## src/rtl/fetch_unit.sv

```systemverilog
`default_nettype none
// +--------------------------------------------------------------------------+
// | fetch_unit                                                               |
// | Instruction fetch: one outstanding imem request, PC-tagged response FIFO |
// | Optional: FETCH_MISALIGN_TRAP_EN (misaligned-PC fault entries)           |
// | Revision: 1.0                                                            |
// +--------------------------------------------------------------------------+
module fetch_unit #(
  parameter logic [31:0] RESET_PC   = 32'h0000_1000,
  parameter int          FIFO_DEPTH = 2
) (
  input  logic        clk,
  input  logic        rst,
  input  logic [31:0] pc,
  output logic [31:0] pc_next,
  input  logic        redirect_valid,
  input  logic [31:0] redirect_pc,
  output logic        imem_req_valid,
  input  logic        imem_req_ready,
  output logic [31:0] imem_req_addr,
  input  logic        imem_rsp_valid,
  input  logic [31:0] imem_rsp_data,
  output logic        instr_valid,
  input  logic        instr_ready,
  output logic [31:0] instr,
  output logic [31:0] instr_pc
`ifdef FETCH_MISALIGN_TRAP_EN
  ,
  output logic        instr_fault
`endif
);

  localparam int PTR_W = (FIFO_DEPTH > 1) ? $clog2(FIFO_DEPTH) : 1;
  localparam int CNT_W = $clog2(FIFO_DEPTH + 1);

  localparam logic [1:0] ST_REQ   = 2'd0;
  localparam logic [1:0] ST_WAIT  = 2'd1;
  localparam logic [1:0] ST_DRAIN = 2'd2;

  logic [1:0]       state_q, state_d;
  logic [31:0]      req_pc_q, req_pc_d;
  logic [31:0]      data_q [FIFO_DEPTH];
  logic [31:0]      epc_q  [FIFO_DEPTH];
  logic [PTR_W-1:0] rd_ptr_q, wr_ptr_q;
  logic [CNT_W-1:0] count_q;

  logic        w_space;
  logic        w_issue_ok;
  logic        w_fire;
  logic        w_pop;
  logic        w_rsp_push;
  logic        w_push;
  logic [31:0] w_wdata;
  logic [31:0] w_wpc;

  assign w_space = (count_q != CNT_W'(FIFO_DEPTH));

`ifdef FETCH_MISALIGN_TRAP_EN
  logic fault_q [FIFO_DEPTH];
  logic halt_q;
  logic w_misalign;
  logic w_fault_push;

  assign w_misalign   = (pc[1:0] != 2'b00);
  // A misaligned PC produces exactly one fault entry, then fetch idles until redirect.
  assign w_fault_push = (state_q == ST_REQ) && w_misalign && w_space &&
                        !redirect_valid && !halt_q;
  assign w_issue_ok   = rst && (state_q == ST_REQ) && w_space &&
                        !redirect_valid && !w_misalign;
  assign imem_req_addr = pc;
  assign w_wdata      = w_fault_push ? 32'h0000_0013 : imem_rsp_data;
  assign w_wpc        = w_fault_push ? pc : req_pc_q;
  assign instr_fault  = instr_valid && fault_q[rd_ptr_q];
`else
  logic w_unused_pc_lo;

  assign w_unused_pc_lo = ^pc[1:0];
  assign w_issue_ok     = rst && (state_q == ST_REQ) && w_space && !redirect_valid;
  assign imem_req_addr  = {pc[31:2], 2'b00};
  assign w_wdata        = imem_rsp_data;
  assign w_wpc          = req_pc_q;
`endif

  assign imem_req_valid = w_issue_ok;
  assign w_fire         = w_issue_ok && imem_req_ready;
  assign instr_valid    = (count_q != '0);
  assign w_pop          = instr_valid && instr_ready;
  assign w_rsp_push     = (state_q == ST_WAIT) && imem_rsp_valid && !redirect_valid;
`ifdef FETCH_MISALIGN_TRAP_EN
  assign w_push         = w_rsp_push || w_fault_push;
`else
  assign w_push         = w_rsp_push;
`endif

  assign instr    = data_q[rd_ptr_q];
  assign instr_pc = epc_q[rd_ptr_q];

  always_comb begin
    if (!rst) begin
      pc_next = RESET_PC;
    end else if (redirect_valid) begin
      pc_next = redirect_pc;
    end else if (w_fire) begin
      pc_next = pc + 32'd4;
    end else begin
      pc_next = pc;
    end
  end

  // A response always ends the outstanding request; redirect without one must drain it.
  always_comb begin
    state_d  = state_q;
    req_pc_d = req_pc_q;
    case (state_q)
      ST_REQ: begin
        if (w_fire) begin
          state_d  = ST_WAIT;
          req_pc_d = pc;
        end
      end
      ST_WAIT: begin
        if (imem_rsp_valid) begin
          state_d = ST_REQ;
        end else if (redirect_valid) begin
          state_d = ST_DRAIN;
        end
      end
      ST_DRAIN: begin
        if (imem_rsp_valid) begin
          state_d = ST_REQ;
        end
      end
      default: state_d = ST_REQ;
    endcase
  end

  always_ff @(posedge clk or negedge rst) begin
    if (!rst) begin
      state_q  <= ST_REQ;
      req_pc_q <= '0;
    end else begin
      state_q  <= state_d;
      req_pc_q <= req_pc_d;
    end
  end

  always_ff @(posedge clk or negedge rst) begin
    if (!rst) begin
      for (int i = 0; i < FIFO_DEPTH; i++) begin
        data_q[i] <= '0;
        epc_q[i]  <= '0;
      end
      rd_ptr_q <= '0;
      wr_ptr_q <= '0;
      count_q  <= '0;
    end else if (redirect_valid) begin
      rd_ptr_q <= '0;
      wr_ptr_q <= '0;
      count_q  <= '0;
    end else begin
      if (w_push) begin
        data_q[wr_ptr_q] <= w_wdata;
        epc_q[wr_ptr_q]  <= w_wpc;
        wr_ptr_q         <= wr_ptr_q + 1'b1;
      end
      if (w_pop) begin
        rd_ptr_q <= rd_ptr_q + 1'b1;
      end
      count_q <= count_q + CNT_W'(w_push) - CNT_W'(w_pop);
    end
  end

`ifdef FETCH_MISALIGN_TRAP_EN
  always_ff @(posedge clk or negedge rst) begin
    if (!rst) begin
      for (int i = 0; i < FIFO_DEPTH; i++) begin
        fault_q[i] <= 1'b0;
      end
      halt_q <= 1'b0;
    end else begin
      if (redirect_valid) begin
        halt_q <= 1'b0;
      end else if (w_fault_push) begin
        halt_q <= 1'b1;
      end
      if (w_push && !redirect_valid) begin
        fault_q[wr_ptr_q] <= w_fault_push;
      end
    end
  end
`endif

endmodule
`default_nettype wire

```

## config.mk

```make
export PLATFORM = sky130hd
export DESIGN_NAME = fetch_unit
export DESIGN_NICKNAME = d
export VERILOG_FILES = /design/src/rtl/fetch_unit.sv
export SDC_FILE = /design/constraint.sdc
export NUM_CORES = 1
export LEC_CHECK = 0
export ABC_AREA = 1
export BUFFER_PORTS_ARGS = -buffer_cell sky130_fd_sc_hd__buf_2
export CAP_MARGIN = 20
export CORE_MARGIN = 8
export CORE_UTILIZATION = 57
export DETAILED_ROUTE_END_ITERATION = 6
export PLACE_DENSITY = 0.86
export SLEW_MARGIN = 20
export SYNTH_ARGS = -nofsm -noshare
export SYNTH_HDL_FRONTEND = slang
export SYNTH_SLANG_ARGS = --single-unit
```

## constraint.sdc

```tcl
create_clock -name clk -period 4.9 [get_ports clk]
set_input_delay 0.735 -clock clk [delete_from_list [all_inputs] [get_ports clk]]
set_output_delay 0.735 -clock clk [all_outputs]
set_load 0.02 [all_outputs]
```

==> results.toml <==
[route]
wirelength_microns = 22970
drt_iter0_drc = 461
final_antenna_net_count = 0
vias = 7524
dr.pass1.iters = 5
wire_per_inst_microns = 15.96
drc = 0
avgViaCountPerCell = 5.229

[run_status]
status = "finished, final reports clean"

[clock_network]
clk_pin_slew_ns = 0.06
cts_resized = 0
numCtsBuffers = 17
cts_max_level = 4
cts_tree = "done"
post-cts-setup-buffer-count = 0
clockBufferDepth = 2
cts-root-buf = "clkbuf_16"
clock-sinks = 166
clkLatencyLatePin_ns = 0.42
hold_buffers = 0

[power]
power_mw = 5.496
power.leakage_nw = 5.466
peakVddDrop_uv = 292.9
power_density_nw_per_um2 = 534.7

[timing]
finalSetupViolations = 0
fin_worst_skew_ns = 0.005915
finalHoldViolCount = 0
fin_tns_setup_ns = 0
fin_hold_ws_ns = 0.4222
slew-limit-headroom_pct = 52.04
fmax_mhz = 290.1
finalCritPeriodShare_pct = 70.35
slew_violations = 0
rsz0062_at_grt = "false"
worst_slew_pin_slew_ns = 0.7194
finalCriticalPeriod_ns = 3.447

[run]
maxCapViolations = 0

[worst_setup_path]
start_kind = "primary input"
rr_worst_depth = 6
cp_max_fo = 39
end_kind = "primary output"
required_ns = 4.16
crit_start = "redirect_valid"
r2r_start = "state_q[0]$_DFFE_PN0P_"
worst-r2r-setup-slack_ns = 2.76
reg2reg_to = "data_q[28]$_DFFE_PN0P_"
crit_end = "pc_next[28]"
crit_type = "primary input to primary output"
crit_arrival_ns = 2.71

[finish]
finalNetCount = 1344
antennaDiodeCount = 0
fin_cells = 1439
final_common_cell = "nand2_1"
seq_area_sq_um = 4154
final_cell_mix = "nand2_1, buf_2, o21ai_0"
syn2layout_area_growth_pct = 18.68
stdcell_area_sq_um = 10280
multi_input_comb_area_sq_um = 3486
final_layout_size_suffix_gt1_share_pct = 27.18
fillers = 1250

[placed_design]
gp_congestion = 0.9288
port_buffers = 229
placed_cell_area_sq_um = 9623
dp_cells = 1407
dpl.hpwl_microns = 16660

[yosys]
yosysSeqAreaShare_pct = 47.97
synthFlopType = "dfrtp_1"
syn_area_sq_um = 8660
yosysWarnings = 0
syn_inst = 1067
synth-edff-count = 0
synth_cell_types = 33
ys_seq_elements = 166
postSynthAreaPerCell_sq_um = 8.116
async_flop_share_pct = 100.0

[floorplanning]
ios = 232
fp.dieW_microns = 139.3
floorplan.initialDensity_pct = 57.60
rows = 45
die_h_microns = 139.3
dieArea_sq_um = 19390
core_area_sq_um = 15030

[global_routing]
grt-ovfl-total = 0
grt_max_degree = 107
grt_use_total_pct = 23.72
grt_pass1_vias = 7658
grt_antenna_before_repair = 0
grt_pass1_wl_microns = 37360

[worst_hold_path]
min_path_type = "primary input to async pin"
## cells by family (layout without fill, tap and decap cells)
| family | after synthesis | count (layout) | share of synthesized area, % |
|---|---|---|---|
| AOI/OAI and AO/OA | 220 | 220 | 12.85 |
| other | 1 | 2 | 0.04330 |
| and+or+nand+nor | 385 | 385 | 18.16 |
| adders and majority gates | 3 | 3 | 0.4335 |
| DFF | 166 | 166 | 47.97 |
| xor gates and xnor gates | 7 | 7 | 0.7080 |
| muxes | 60 | 60 | 7.846 |
| buffers and inverters | 225 | 408 | 11.99 |
## layer usage
| metal | vias up | GRT usage (%) | wire [microns] |
|---|---|---|---|
| li1 | 3712 | - | - |
| met4 | 0 | 8.781 | 496 |
| met3 | 37 | 6.464 | 1510 |
| met1 | 3478 | 29.27 | 10030 |
| met2 | 297 | 39.17 | 10940 |
| met5 | - | 0 | 0 |
## through the flow
stage | worst slack (ns) | util, %
CTS | 1.451 | 68.21
detailed placement | 1.459 | 64.01
finish | 1.453 | 68.36
global route | 1.194 | 68.36
global placement | 1.505 | 64.01
floorplan | 2.207 | -
## critical path: stages
cell and delay, ns:
buf_2 0.20, inv_2 0.08, nand2_1 0.08, nor2_4 0.15, nand3_4 0.27, buf_4 0.36, nor2_4 0.30, nand3_1 0.12
nand2_1 0.08, nand3_1 0.06, nand2_1 0.08, inv_1 0.03, buf_2 0.15
## registers in the layout (all words and copies together), names as in the netlist
register and cells:
req_pc_q 32, wr_ptr_q 1, data_q 64, rd_ptr_q 1
count_q 2, state_q 2, epc_q 64
## synth_stat cells, drive strengths merged (2+ instances only)
cell type | number | area, sq um
ha | 3 | 37.54
nand4 | 9 | 56.30
nand3 | 40 | 217.7
dfrtp | 166 | 4154
inv | 139 | 521.8
mux2 | 60 | 679.4
a31oi | 2 | 12.51
a21oi | 23 | 115.1
nor2 | 66 | 267.8
nor3 | 5 | 30.03
xnor2 | 2 | 17.52
buf | 58 | 411.6
o21ai | 192 | 960.9
nand2 | 263 | 987.2
clkbuf | 28 | 105.1
xor2 | 5 | 43.79
## report_power, final
part	switching (mW)	internal [mW]	leakage, nW
Clock	0.529	0.879	0.299
Sequential	0.243	1.77	1.94
Combinational	1.32	0.746	3.23
## how the worst min path moves through the flow
stage                              to  cells past startpoint                      from  slack [ns]
2_1_floorplan    count_q[0]$_DFF_PN0_                      0                       rst        0.44
3_3_place_gp   state_q[1]$_DFFE_PN0P_                      1    state_q[0]$_DFFE_PN0P_        0.46
3_5_place_dp    epc_q[21]$_DFFE_PN0P_                      2  req_pc_q[21]$_DFFE_PN0P_        0.48
4_1_cts         epc_q[45]$_DFFE_PN0P_                      2                       rst        0.44
5_1_grt         epc_q[39]$_DFFE_PN0P_                      2                       rst        0.46
6_report         epc_q[7]$_DFFE_PN0P_                      2                       rst        0.42
## layout make-up
cell class                 instances  share of cell area (%)
inverter                         139                   5.089
timing repair buffer             238                   12.15
tap                              188                   2.289
multi-input combinational        677                   33.92
sequential                       166                   40.42
clock inverter                    11                   1.692
clock buffer                      20                   4.444
Note: power is estimated with default switching activity, not from simulation.
